$ cat config.mk
export PLATFORM = sky130hd
export DESIGN_NAME = s2f_gray_count_rx
export DESIGN_NICKNAME = d
export VERILOG_FILES = /design/src/rtl/s2f_gray_count_rx.sv
export SDC_FILE = /design/constraint.sdc
export NUM_CORES = 1
export LEC_CHECK = 0
export BUFFER_PORTS_ARGS = -buffer_cell sky130_fd_sc_hd__buf_2
export CORE_MARGIN = 5
export CORE_UTILIZATION = 30
export DETAILED_ROUTE_END_ITERATION = 6
export SETUP_SLACK_MARGIN = 0.02
export SYNTH_ARGS = -nofsm -noshare
export SYNTH_HDL_FRONTEND = slang
export SYNTH_SLANG_ARGS = --single-unit
$ cat constraint.sdc
create_clock -name clk -period 3.4 [get_ports clk]
set_clock_uncertainty 0.15 [all_clocks]
set_input_delay 0.51 -clock clk [delete_from_list [all_inputs] [get_ports clk]]
set_output_delay 0.51 -clock clk [all_outputs]
set_load 0.03 [all_outputs]
$ cat src/rtl/s2f_gray_count_rx.sv
// Receive side of a Gray-coded counter crossing: synchronises the bus, converts
// it to binary, reports per-sample increments and flags illegal steps.
module s2f_gray_count_rx #(
  parameter int unsigned WIDTH       = 4,
  parameter int unsigned SYNC_STAGES = 2,
  parameter int unsigned MAX_STEP    = 3
) (
  input  logic             clk,
  input  logic             reset_n,
  input  logic [WIDTH-1:0] gray_in,
  input  logic             clr_err,
  output logic [WIDTH-1:0] count_out,
  output logic [WIDTH-1:0] delta,
  output logic             upd,
  output logic             step_err,
  output logic [1:0]       state
);

  localparam int unsigned FILL_W = $clog2(SYNC_STAGES + 1);

  typedef enum logic [1:0] {
    ST_ACQUIRE = 2'b00,
    ST_TRACK   = 2'b01,
    ST_ERROR   = 2'b10
  } state_e;

  logic [WIDTH-1:0]  sync_q [SYNC_STAGES];
  logic [WIDTH-1:0]  bin_c;
  logic [WIDTH-1:0]  diff_c;

  state_e            state_q, state_d;
  logic [FILL_W-1:0] fill_q, fill_d;
  logic [WIDTH-1:0]  count_q, count_d;
  logic [WIDTH-1:0]  delta_q, delta_d;
  logic              upd_q, upd_d;
  logic              err_q, err_d;

  // Synchroniser chain for the asynchronous Gray bus
  always_ff @(posedge clk) begin
    if (!reset_n) begin
      for (int i = 0; i < int'(SYNC_STAGES); i++) sync_q[i] <= '0;
    end else begin
      sync_q[0] <= gray_in;
      for (int i = 1; i < int'(SYNC_STAGES); i++) sync_q[i] <= sync_q[i-1];
    end
  end

  // Gray to binary: each binary bit is the XOR of all Gray bits at or above it
  always_comb begin
    bin_c = '0;
    for (int i = 0; i < int'(WIDTH); i++) begin
      bin_c[i] = ^(sync_q[SYNC_STAGES-1] >> i);
    end
    diff_c = bin_c - count_q;
  end

  // Next-state and output decode
  always_comb begin
    state_d = state_q;
    fill_d  = fill_q;
    count_d = count_q;
    delta_d = '0;
    upd_d   = 1'b0;
    err_d   = err_q;
    case (state_q)
      ST_ACQUIRE: begin
        // Wait until the chain holds real samples, then take a silent baseline
        if (fill_q == FILL_W'(SYNC_STAGES)) begin
          count_d = bin_c;
          fill_d  = '0;
          state_d = ST_TRACK;
        end else begin
          fill_d = fill_q + FILL_W'(1);
        end
      end
      ST_TRACK: begin
        if (diff_c != '0) begin
          count_d = bin_c;
          delta_d = diff_c;
          upd_d   = 1'b1;
          if (diff_c > WIDTH'(MAX_STEP)) begin
            err_d   = 1'b1;
            state_d = ST_ERROR;
          end
        end
      end
      ST_ERROR: begin
        // Keep following the count; only clr_err leaves this state
        if (diff_c != '0) begin
          count_d = bin_c;
          delta_d = diff_c;
          upd_d   = 1'b1;
        end
        if (clr_err) begin
          err_d   = 1'b0;
          fill_d  = '0;
          state_d = ST_ACQUIRE;
        end
      end
      default: begin
        fill_d  = '0;
        state_d = ST_ACQUIRE;
      end
    endcase
  end

  // State and output registers
  always_ff @(posedge clk) begin
    if (!reset_n) begin
      state_q <= ST_ACQUIRE;
      fill_q  <= '0;
      count_q <= '0;
      delta_q <= '0;
      upd_q   <= 1'b0;
      err_q   <= 1'b0;
    end else begin
      state_q <= state_d;
      fill_q  <= fill_d;
      count_q <= count_d;
      delta_q <= delta_d;
      upd_q   <= upd_d;
      err_q   <= err_d;
    end
  end

  assign count_out = count_q;
  assign delta     = delta_q;
  assign upd       = upd_q;
  assign step_err  = err_q;
  assign state     = state_q;

endmodule

---- After elaboration in Yosys (flattened, before gate mapping) ----
Memories as Yosys holds them, arrays and structs flattened.
Cells that the tools add are included.
word-level totals
  bits in registers ....................... 14
  latch bits .............................. 0
  memory bits (writable) .................. 8
  ROM bits ................................ 0
  input port bits ......................... 7
  word-level logic and storage cells ...... 55
  memories kept ........................... 1
operators by class
  add/subtract/negate cells ............... 2
  multipliers ............................. 0
  divide/modulo/power cells ............... 0
  magnitude comparators ................... 1
  equal/unequal tests ..................... 8
  shift-type cells ........................ 0
  mux-type cells .......................... 19
  bitwise gates (word level) .............. 3
  reductions and logical operators ........ 15
memories
  memory  words  bits a word  rd ports  clocked after Yosys merged registers in  wr ports  line  source
  sync_q  2      4            2         0                                        2         27    logic [WIDTH-1:0] sync_q [SYNC_STAGES];
operator list
  kind                                                                              count
  4-bit 2-to-1 mux                                                                  4
  4-bit parity                                                                      4
  2-bit one-hot mux with 3 select lines                                             2
  2-bit 2-to-1 mux                                                                  5
  2-bit inequality test (second input constant)                                     4
  4-bit one-hot mux with 2 select lines                                             1
  4-bit AND reduction                                                               2
  1-bit 2-to-1 mux                                                                  6
  3-bit AND reduction                                                               2
  2-bit == test (second input constant)                                             2
  4-bit by 2-bit greater-than comparator with 1-bit output (second input constant)  1
  2-bit AND reduction                                                               2
  2-bit nonzero test                                                                2
  4-bit nonzero test                                                                1
  4-bit subtractor                                                                  1
  2-bit by 1-bit adder with 2-bit output (second input constant)                    1
  2-bit by 1-bit == test with 1-bit output (second input constant)                  1
  2-bit logical NOT                                                                 1
  2-bit by 1-bit inequality test with 1-bit output (second input constant)          1
  1-bit OR                                                                          2
  1-bit one-hot mux with 2 select lines                                             1
  2-bit OR reduction                                                                1
  1-bit NOT                                                                         1

---- Logic depth before layout (Yosys ltp) ----
Gate-level depths: netlist of the first run.
  depth in word-level cells ............... 6
  mapped depth ............................ 11
  depth with buffers taken out ............ 11

---- Least setup slack after synthesis of the first run ----
Ideal clock, no wire load.
  path kind ............................... flip-flop to flip-flop
  start point ............................. memory sync_q[1][3], in the netlist sync_q[0][7]
  end point ............................... register count_q[1], in the netlist count_out[1]
  arrival ................................. 2,558 ps
  required time ........................... 3,180 ps
  slack ................................... 622 ps
  cell stages (with the launch flop) ...... 12
  buffers on the path ..................... 0
  cells stage by stage .................... dfxtp_1 xor2_1 xnor2_1 inv_2 xnor2_1 ha_1 fa_1 xor2_2 and4_1 and3b_2 o21ai_0 a21oi_1
RTL lines
  item                  line  source
  start, declared       27
  end signal, assigned  119   count_q <= count_d;
  end, declared         33    logic [WIDTH-1:0] count_q, count_d;

==> results.sh, run 1 <==
export IMPL_status="finished, final reports clean"
export IMPL_syn_area_per_cell_um2=9.57
export IMPL_coreArea_um2=3100
export IMPL_power_density_nw_per_um2=752
export IMPL_synth_distinct_cells=33
export IMPL_grt_start_max_net_pins=13
export IMPL_arrival_ps=3180
export IMPL_clk_pin_slew_ps=110
export IMPL_finalSetupTns_ps=0
export IMPL_holdPathStages=2
export IMPL_syn_nets=118
export IMPL_ir_drop_mv=0.239
export IMPL_clock_sinks=22
export IMPL_path_class="reg2reg"
export IMPL_drive_above_1_share_pct=22.1
export IMPL_path_common_cell="xnor2_1"
export IMPL_worstSetupEndpoint="count_out[1]"
export IMPL_track_usage_pct=9.09
export IMPL_synthAdderAreaFrac_pct=10.9
export IMPL_use_met2_pct=14.5
export IMPL_place_gp_congestion=0.876
export IMPL_dr_pass1_iters=4
export IMPL_synth_compound_area_share_pct=14.1
export IMPL_critical_path_cell_chain="xor2_1, xnor2_1, inv_2, xnor2_1, ha_1, fa_1, xor2_4, and4_1, and3b_2, o21ai_0, a21oi_1"
export IMPL_reg2reg_to="count_out[1]"
export IMPL_path_buf_inv=1
export IMPL_grt_pass1_wl_um=3110
export IMPL_ys_seq_area_share_pct=44.7
export IMPL_multi_input_area_um2=518
export IMPL_drc=0
export IMPL_leakagePower_nw=0.485
export IMPL_clkLatencyLatePin_ps=300
export IMPL_critical_path_startpoint_type="flop"
export IMPL_synth_top_family_by_area="simple AND/OR/NAND/NOR gates"
export IMPL_cp_max_fo=8
export IMPL_syn_to_final_growth_pct=18.3
export IMPL_setup_viol=0
export IMPL_rr_worst_depth=11
export IMPL_syn_area_um2=986
export IMPL_start_util_pct=31.8
export IMPL_cts_tree="done"
export IMPL_synth_simple_area_share_pct=20.2
export IMPL_wire_per_inst_um=11.4
export IMPL_critPathTopFamily="XOR/XNOR gates"
export IMPL_maxSlewViolCount=0
export IMPL_use_met3_pct=3.49
export IMPL_period_share_pct=92.2
export IMPL_grt_pass1_vias=729
export IMPL_endpoint_kind="flop"
export IMPL_cp_slowest_cell="fa_1"
export IMPL_vias_per_cell=4.75
export IMPL_drt_iter0_markers=24
export IMPL_ioPinCount=19
export IMPL_fin_area_um2=1170
export IMPL_root_buffer="clkbuf_4"
export IMPL_rows=20
export IMPL_die_y_um=67.3
export IMPL_synthMuxAreaShare_pct=1.02
export IMPL_slowest_delay_ps=460
export IMPL_postRouteAntennaNets=0
export IMPL_hold_class="in2reg"
export IMPL_grt_use_met1_pct=10.8
export IMPL_hold_viol=0
export IMPL_vias=789
export IMPL_period_needed_ps=3130
export IMPL_cts_buffer_depth=2
export IMPL_synth_seq_cells=22
export IMPL_r2r_start="sync_q[0][7]"
export IMPL_antenna_cells=0
export IMPL_wirelength_um=1890
export IMPL_ys_warn_count=0
export IMPL_fill_cells=329
export IMPL_port_buffers=18
export IMPL_syn_inst=103
export IMPL_critPathRequiredTime_ps=3440
export IMPL_gr_total_overflow=0
export IMPL_cts_buffers=3
export IMPL_seq_area_um2=440
export IMPL_fp_dieArea_um2=4530
export IMPL_die_w_um=67.3
export IMPL_cts_htree_levels=1
export IMPL_postPlaceCellArea_um2=1120
export IMPL_postCtsSetupBuffers=0
export IMPL_slew_headroom_pct=69.3
export IMPL_top_usage_layer="met2"
export IMPL_nNetsFinal=138
export IMPL_synthXorXnorAreaFrac_pct=5.20
export IMPL_fmax_mhz=319
export IMPL_place_hpwl_um=1460
export IMPL_tightest_slew_ps=460
export IMPL_max_cap_violations=0
export IMPL_worst_path_stages=11
export IMPL_antenna_found_initial=0
export IMPL_rrSetupSlack_ps=270
export IMPL_crit_path_start="sync_q[0][7]"
export IMPL_rsz0062_at_grt="false"
-- worst reg2reg max path: cells and delay by family, from the launching register on --
kind | cells | cell delay (ps)
AO/OA/AOI/OAI | 2 | 300
XOR/XNOR | 4 | 920
adder cells (fa/ha/maj) | 2 | 680
buffers and inverters | 1 | 100
flip-flops | 1 | 410
AND/OR/NAND/NOR | 2 | 470
-- through the flow --
step | std cells | setup WS (ps) | hold WS (ps) | util, % | total power [mW]
final | 166 | 266 | 257 | 37.6 | 0.877
after global routing | 166 | 61.7 | 232 | 37.6 | 0.941
after CTS | 166 | 276 | 240 | 37.2 | 0.867
after detailed placement | 162 | 310 | 268 | 36.0 | 0.722
after global placement | 162 | 428 | 265 | 36.0 | 0.715
after floorplan | 103 | 622 | 262 | - | 0.635
-- cell usage after synthesis --
library cell	n	share of area, %
a41oi_1	1	0.89
inv_1	6	2.3
or2b_2	1	0.89
nand2b_1	2	1.3
nor2b_1	2	1.3
a21oi_1	8	4.1
a211oi_1	1	0.76
nor3_1	2	1.0
a31oi_1	2	1.3
o21a_1	1	0.76
xor2_1	1	0.89
fa_1	1	2.0
nand3_1	3	1.5
nand3b_1	2	1.5
and2_1	8	5.1
and3b_2	1	1.0
a311oi_1	2	1.8
dfxtp_1	22	45
xor2_2	1	1.7
nand2_1	7	2.7
nor2_1	4	1.5
a211o_2	1	1.0
inv_2	1	0.38
mux2i_1	1	1.0
o21ai_0	5	2.5
a311o_1	1	1.0
nand4_1	1	0.63
ha_1	7	8.9
clkbuf_1	2	0.76
clkbuf_2	1	0.51
xnor2_1	3	2.7
and4_1	1	0.89
nor4b_1	1	0.89
-- cell usage in the layout (no fill, tap or decap), types with 2 or more instances in the layout --
master | Yosys | final
dfxtp_1 | 22 | 22
buf_2 | 0 | 18
and2_1 | 8 | 8
a21oi_1 | 8 | 8
nand2_1 | 7 | 7
ha_1 | 7 | 7
inv_1 | 6 | 6
o21ai_0 | 5 | 5
nor2_1 | 4 | 4
xnor2_1 | 3 | 3
nand3_1 | 3 | 3
clkbuf_4 | 0 | 3
nor2b_1 | 2 | 2
nand3b_1 | 2 | 2
a31oi_1 | 2 | 2
nand2b_1 | 2 | 2
a311oi_1 | 2 | 2
nor3_1 | 2 | 2
-- state kept, by name, indices dropped and copies added (netlist names) --
signal,cells
count_out,4
fill_q,2
state,2
sync_q,8
upd,1
step_err,1
delta,4
-- where the power goes --
group	internal [mW]	leakage [nW]	switching, mW	total [mW]
Sequential	0.301	0.180	0.0325	0.334
Clock	0.0653	0.0210	0.0730	0.138
Combinational	0.148	0.284	0.257	0.405
Total	0.515	0.485	0.362	0.877
-- how the worst min path moves through the flow --
stage	slack [ps]	end	start
2_1_floorplan	260	sync_q[0][4]	sync_q[0][0]
3_3_place_gp	260	sync_q[0][5]	sync_q[0][1]
3_5_place_dp	270	sync_q[0][7]	sync_q[0][3]
4_1_cts	240	sync_q[0][3]	gray_in[3]
5_1_grt	230	sync_q[0][0]	gray_in[0]
6_report	260	sync_q[0][1]	gray_in[1]
-- cell type report --
type	instances	area share, %
multi-input cells	71	44.4
clock buffers	4	3.11
flip-flops and latches	22	37.8
repair buffers	18	7.73
well taps	44	4.72
inverters	7	2.25
-- routing by layer --
layer	wire (um)	share of wire, %	vias to the layer above
met5	0	0	-
met4	45	2.4	0
met3	127	6.7	6
met2	863	46	24
met1	856	45	368
li1	-	-	391
-- cell families (layout without fill, tap and decap cells) --
kind of cell	count (synthesis)	count (layout)
flip-flops	22	22
AND/OR/NAND/NOR	35	35
multiplexers	1	1
adder cells (fa/ha/maj)	8	8
AO/OA/AOI/OAI	22	22
XOR/XNOR	5	5
buffers and inverters	10	29
-- what timing repair did --
item,CTS,global route
resized for setup,0,1
hold buffers,0,0
setup endpoints to repair,0,1
Power figures use the tool's default switching activity.
==> run 2: changes to the inputs <==
--- a/config.mk
+++ b/config.mk
@@ -6,9 +6,12 @@
 export NUM_CORES = 1
 export LEC_CHECK = 0
 export BUFFER_PORTS_ARGS = -buffer_cell sky130_fd_sc_hd__buf_2
+export CELL_PAD_IN_SITES_DETAIL_PLACEMENT = 0
+export CELL_PAD_IN_SITES_GLOBAL_PLACEMENT = 1
 export CORE_MARGIN = 5
 export CORE_UTILIZATION = 30
 export DETAILED_ROUTE_END_ITERATION = 6
+export PLACE_DENSITY_LB_ADDON = 0.1
 export SETUP_SLACK_MARGIN = 0.02
 export SYNTH_ARGS = -nofsm -noshare
 export SYNTH_HDL_FRONTEND = slang
==> results.sh, run 2 (same netlist as run 1, synthesis figures left out) <==
export IMPL_status="finished, final reports clean"
export IMPL_grt_pass1_wl_um=3550
export IMPL_path_buf_inv=1
export IMPL_slowest_delay_ps=460
export IMPL_cp_max_fo=8
export IMPL_place_gp_congestion=0.789
export IMPL_arrival_ps=3250
export IMPL_fp_dieArea_um2=4530
export IMPL_path_common_cell="xnor2_1"
export IMPL_power_uw=883
export IMPL_seqPwrFrac_pct=37.7
export IMPL_wirelength_um=2040
export IMPL_path_class="reg2reg"
export IMPL_endpoint_kind="flop"
export IMPL_critPathRequiredTime_ps=3490
export IMPL_grt_start_max_net_pins=13
export IMPL_p_sw_uw=370
export IMPL_maxSlewViolCount=0
export IMPL_postRouteAntennaNets=0
export IMPL_cts_htree_levels=1
export IMPL_antenna_found_initial=0
export IMPL_final_cell_mix="dfxtp_1, buf_2, and2_1, a21oi_1"
export IMPL_finalSetupTns_ps=0
export IMPL_port_buffers=18
export IMPL_place_hpwl_um=1520
export IMPL_antenna_cells=0
export IMPL_track_usage_pct=10.5
export IMPL_wire_per_inst_um=12.3
export IMPL_syn_to_final_growth_pct=18.3
export IMPL_hold_class="in2reg"
export IMPL_regMostFlops="sync_q"
export IMPL_setup_viol=0
export IMPL_ir_drop_mv=0.178
export IMPL_critPathTopFamily="XOR/XNOR gates"
export IMPL_cp_slowest_cell="fa_1"
export IMPL_period_share_pct=93.1
export IMPL_dr_pass1_iters=4
export IMPL_start_util_pct=31.8
export IMPL_hold_viol=0
export IMPL_ioPinCount=19
export IMPL_swShare_pct=41.9
export IMPL_p_int_uw=513
export IMPL_die_y_um=67.3
export IMPL_slew_headroom_pct=68.4
export IMPL_fin_ws_ps=235
export IMPL_clkLatencyLatePin_ps=320
export IMPL_power_density_nw_per_um2=758
export IMPL_rows=20
export IMPL_cts_tree="done"
export IMPL_rsz0062_at_grt="false"
export IMPL_combPwrFrac_pct=45.6
export IMPL_cts_buffer_depth=2
export IMPL_cts_buffers=3
export IMPL_vias_per_cell=4.58
export IMPL_grt_pass1_vias=769
export IMPL_vias=761
export IMPL_nNetsFinal=138
export IMPL_period_needed_ps=3160
export IMPL_drt_iter0_markers=46
export IMPL_clock_sinks=22
export IMPL_postCtsSetupBuffers=0
export IMPL_drive_above_1_share_pct=22.1
export IMPL_root_buffer="clkbuf_4"
export IMPL_gr_total_overflow=0
export IMPL_p_clk_share_pct=16.7
export IMPL_max_cap_violations=0
export IMPL_tightest_slew_ps=473
export IMPL_clk_pin_slew_ps=130
export IMPL_leakagePower_nw=0.485
export IMPL_fmax_mhz=316
export IMPL_coreArea_um2=3100
export IMPL_pre_cts_ws_ps=243
export IMPL_drc=0
export IMPL_largest_reg_flops=8
export IMPL_layout_commonest_cell="dfxtp_1"
export IMPL_critical_path_startpoint_type="flop"
export IMPL_critical_path_cell_chain="xor2_1, xnor2_1, inv_2, xnor2_1, ha_1, fa_1, xor2_4, and4_1, nand3b_1, a311oi_1"
export IMPL_die_w_um=67.3
==> run 2: cell counts in the layout (fill, tap and decap cells not counted) <==
No cell type changed its count.
==> run 2: path summary, 6_finish.rpt <==
path                start           end  slack, ps  depth (start not counted)
min reg2reg  sync_q[0][3]  sync_q[0][7]        300                          1
min            gray_in[2]  sync_q[0][2]        240                          2
max          sync_q[0][7]  count_out[0]        240                         10
max reg2reg  sync_q[0][7]  count_out[0]        240                         10
==> run 2: through the flow <==
stage / cells / area [um2] / utilization [%] / hold slack, ps
2_1_floorplan: 103 / 986 / - / 262
6_report: 166 / 1170 / 37.6 / 236
3_5_place_dp: 162 / 1120 / 36.0 / 268
4_1_cts: 166 / 1150 / 37.2 / 227
3_3_place_gp: 162 / 1120 / 36.0 / 266
5_1_grt: 166 / 1170 / 37.6 / 227
==> run 2: cell type report <==
cell class	count	area (um2)
Timing Repair Buffer	18	90.1
Tap cell	44	55.1
Fill cell	346	1940
Clock buffer	4	36.3
Sequential cell	22	440
Multi-Input combinational cell	71	518
Inverter	7	26.3
==> run 2: what timing repair did <==
item                                    CTS  global route
resized for setup                         0             1
hold buffers                              0             0
endpoints found under the setup margin    0             1
==> run 2: worst register-to-register path, cell delays in order (launching register included) <==
cell      delay, ps
dfxtp_1         400
xor2_1          310
xnor2_1         240
inv_2           100
xnor2_1         150
ha_1            220
fa_1            460
xor2_4          290
and4_1          270
nand3b_1        210
a311oi_1        310
==> run 2: power groups by stage <==
stage	Combinational [mW]	Sequential [mW]	Clock (mW)
floorplan	0.246	0.389	0
global placement	0.391	0.335	0
detailed placement	0.389	0.339	0
CTS	0.393	0.333	0.156
global route	0.453	0.340	0.165
finish	0.403	0.333	0.148
==> run 2: layer usage <==
layer | part of all wire [%] | routed length, um | track usage, % | up-vias
met5 | 0 | 0 | 0 | -
met3 | 4.8 | 98 | 2.66 | 4
met4 | 1.5 | 30 | 5.32 | 0
met2 | 44 | 893 | 15.7 | 15
li1 | - | - | - | 392
met1 | 50 | 1020 | 13.8 | 350
==> run 3: changes to the inputs <==
--- a/config.mk
+++ b/config.mk
@@ -12,7 +12,7 @@
 export CORE_UTILIZATION = 30
 export DETAILED_ROUTE_END_ITERATION = 6
 export PLACE_DENSITY_LB_ADDON = 0.1
-export SETUP_SLACK_MARGIN = 0.02
+export SETUP_SLACK_MARGIN = 0.3
 export SYNTH_ARGS = -nofsm -noshare
 export SYNTH_HDL_FRONTEND = slang
 export SYNTH_SLANG_ARGS = --single-unit
==> results.sh, run 3 (same netlist as run 1, synthesis figures left out) <==
export IMPL_p_clk_share_pct=15.8
export IMPL_swShare_pct=41.2
export IMPL_wirelength_um=2050
export IMPL_cts_hold_buf=0
export IMPL_antenna_found_initial=0
export IMPL_critical_path_cell_chain="xor2_2, xnor2_2, inv_2, xnor2_1, ha_1, fa_1, xor2_4, and4_1, nand3b_1, a21oi_1, a311oi_1"
export IMPL_clkLatencyLatePin_ps=310
export IMPL_final_util_pct=38.6
export IMPL_ir_drop_mv=0.171
export IMPL_arrival_ps=2960
export IMPL_max_cap_violations=0
export IMPL_slew_headroom_pct=67.4
export IMPL_fmax_mhz=348
export IMPL_path_class="reg2reg"
export IMPL_period_needed_ps=2880
export IMPL_use_met3_pct=2.66
export IMPL_drc=0
export IMPL_endpoint_kind="flop"
export IMPL_place_hpwl_um=1520
export IMPL_port_buffers=18
export IMPL_clk_pin_slew_ps=130
export IMPL_period_share_pct=84.6
export IMPL_final_cell_mix="dfxtp_1, buf_2, and2_1, a21oi_1"
export IMPL_p_int_uw=541
export IMPL_finalSetupTns_ps=0
export IMPL_drive_above_1_share_pct=25.8
export IMPL_drt_iter0_markers=31
export IMPL_maxSlewViolCount=0
export IMPL_antenna_cells=0
export IMPL_grt_pass1_wl_um=3560
export IMPL_vias_per_cell=4.52
export IMPL_regMostFlops="sync_q"
export IMPL_grt_pass1_vias=773
export IMPL_place_gp_congestion=0.789
export IMPL_critPathRequiredTime_ps=3480
export IMPL_setup_viol=0
export IMPL_rr_worst_depth=11
export IMPL_combPwrFrac_pct=48.0
export IMPL_p_sw_uw=380
export IMPL_wire_per_inst_um=12.2
export IMPL_nNetsFinal=140
export IMPL_seqPwrFrac_pct=36.2
export IMPL_postRouteAntennaNets=0
export IMPL_ioPinCount=19
export IMPL_die_w_um=67.3
export IMPL_path_buf_inv=1
export IMPL_status="finished, final reports clean"
export IMPL_largest_reg_flops=8
export IMPL_critical_path_startpoint_type="flop"
export IMPL_hold_class="in2reg"
export IMPL_gr_total_overflow=0
export IMPL_vias=760
export IMPL_cp_slowest_cell="fa_1"
export IMPL_cts_tree="done"
export IMPL_slowest_delay_ps=440
export IMPL_dr_pass1_iters=4
export IMPL_holdPathStages=2
export IMPL_clock_sinks=22
export IMPL_hold_viol=0
export IMPL_cts_buffers=3
export IMPL_die_y_um=67.3
export IMPL_cts_buffer_depth=2
export IMPL_start_util_pct=31.8
export IMPL_grt_start_max_net_pins=13
export IMPL_syn_to_final_growth_pct=21.4
export IMPL_worst_path_stages=11
export IMPL_use_met2_pct=15.6
export IMPL_grt_use_met1_pct=13.9
export IMPL_fp_dieArea_um2=4530
export IMPL_cts_htree_levels=1
export IMPL_critPathTopFamily="XOR/XNOR gates"
export IMPL_power_density_nw_per_um2=769
export IMPL_coreArea_um2=3100
export IMPL_top_usage_layer="met2"
export IMPL_track_usage_pct=10.5
export IMPL_rows=20
export IMPL_root_buffer="clkbuf_4"
export IMPL_rsz0062_at_grt="false"
export IMPL_tightest_slew_ps=488
export IMPL_layout_commonest_cell="dfxtp_1"
export IMPL_leakagePower_nw=0.497
export IMPL_power_uw=921
export IMPL_cp_max_fo=5
[run 3: cell type report]
class | instances | area, um2
flip-flops and latches | 22 | 442
clock buffers | 4 | 36.3
well taps | 44 | 55.1
inverters | 7 | 26.3
fillers | 343 | 1910
repair buffers | 20 | 105
multi-input cells | 71 | 533
[run 3: final timing paths]
check / slack, ps / to / startpoint
worst max-delay path: 520 / count_out[0] / sync_q[0][7]
worst min-delay path: 240 / sync_q[0][2] / gray_in[2]
worst max register to register: 520 / count_out[0] / sync_q[0][7]
worst min register to register: 300 / sync_q[0][7] / sync_q[0][3]
[run 3: power by group through the flow]
stage | Sequential [mW] | Combinational (mW) | Clock (mW)
final | 0.333 | 0.442 | 0.146
after global routing | 0.341 | 0.489 | 0.165
after CTS | 0.333 | 0.409 | 0.156
after detailed placement | 0.339 | 0.389 | 0
after global placement | 0.335 | 0.391 | 0
after floorplan | 0.389 | 0.246 | 0
[run 3: repair_timing]
item	in CTS	in global routing
endpoints found under the setup margin	4	4
buffers inserted	0	2
pin swaps	1	0
gates resized for setup	2	2
[run 3: per-stage QoR]
step	instances	hold WS (ps)	setup WS, ps	area, um2
floorplan	103	262	622	986
global placement	162	266	354	1120
detailed placement	162	268	243	1120
CTS	166	227	322	1170
global route	168	227	336	1200
finish	168	243	523	1200
[run 3: routing by layer]
metal,vias to the layer above,routed length [um]
li1,394,-
met2,15,911
met3,2,101
met1,349,1020
met4,0,19
met5,-,0
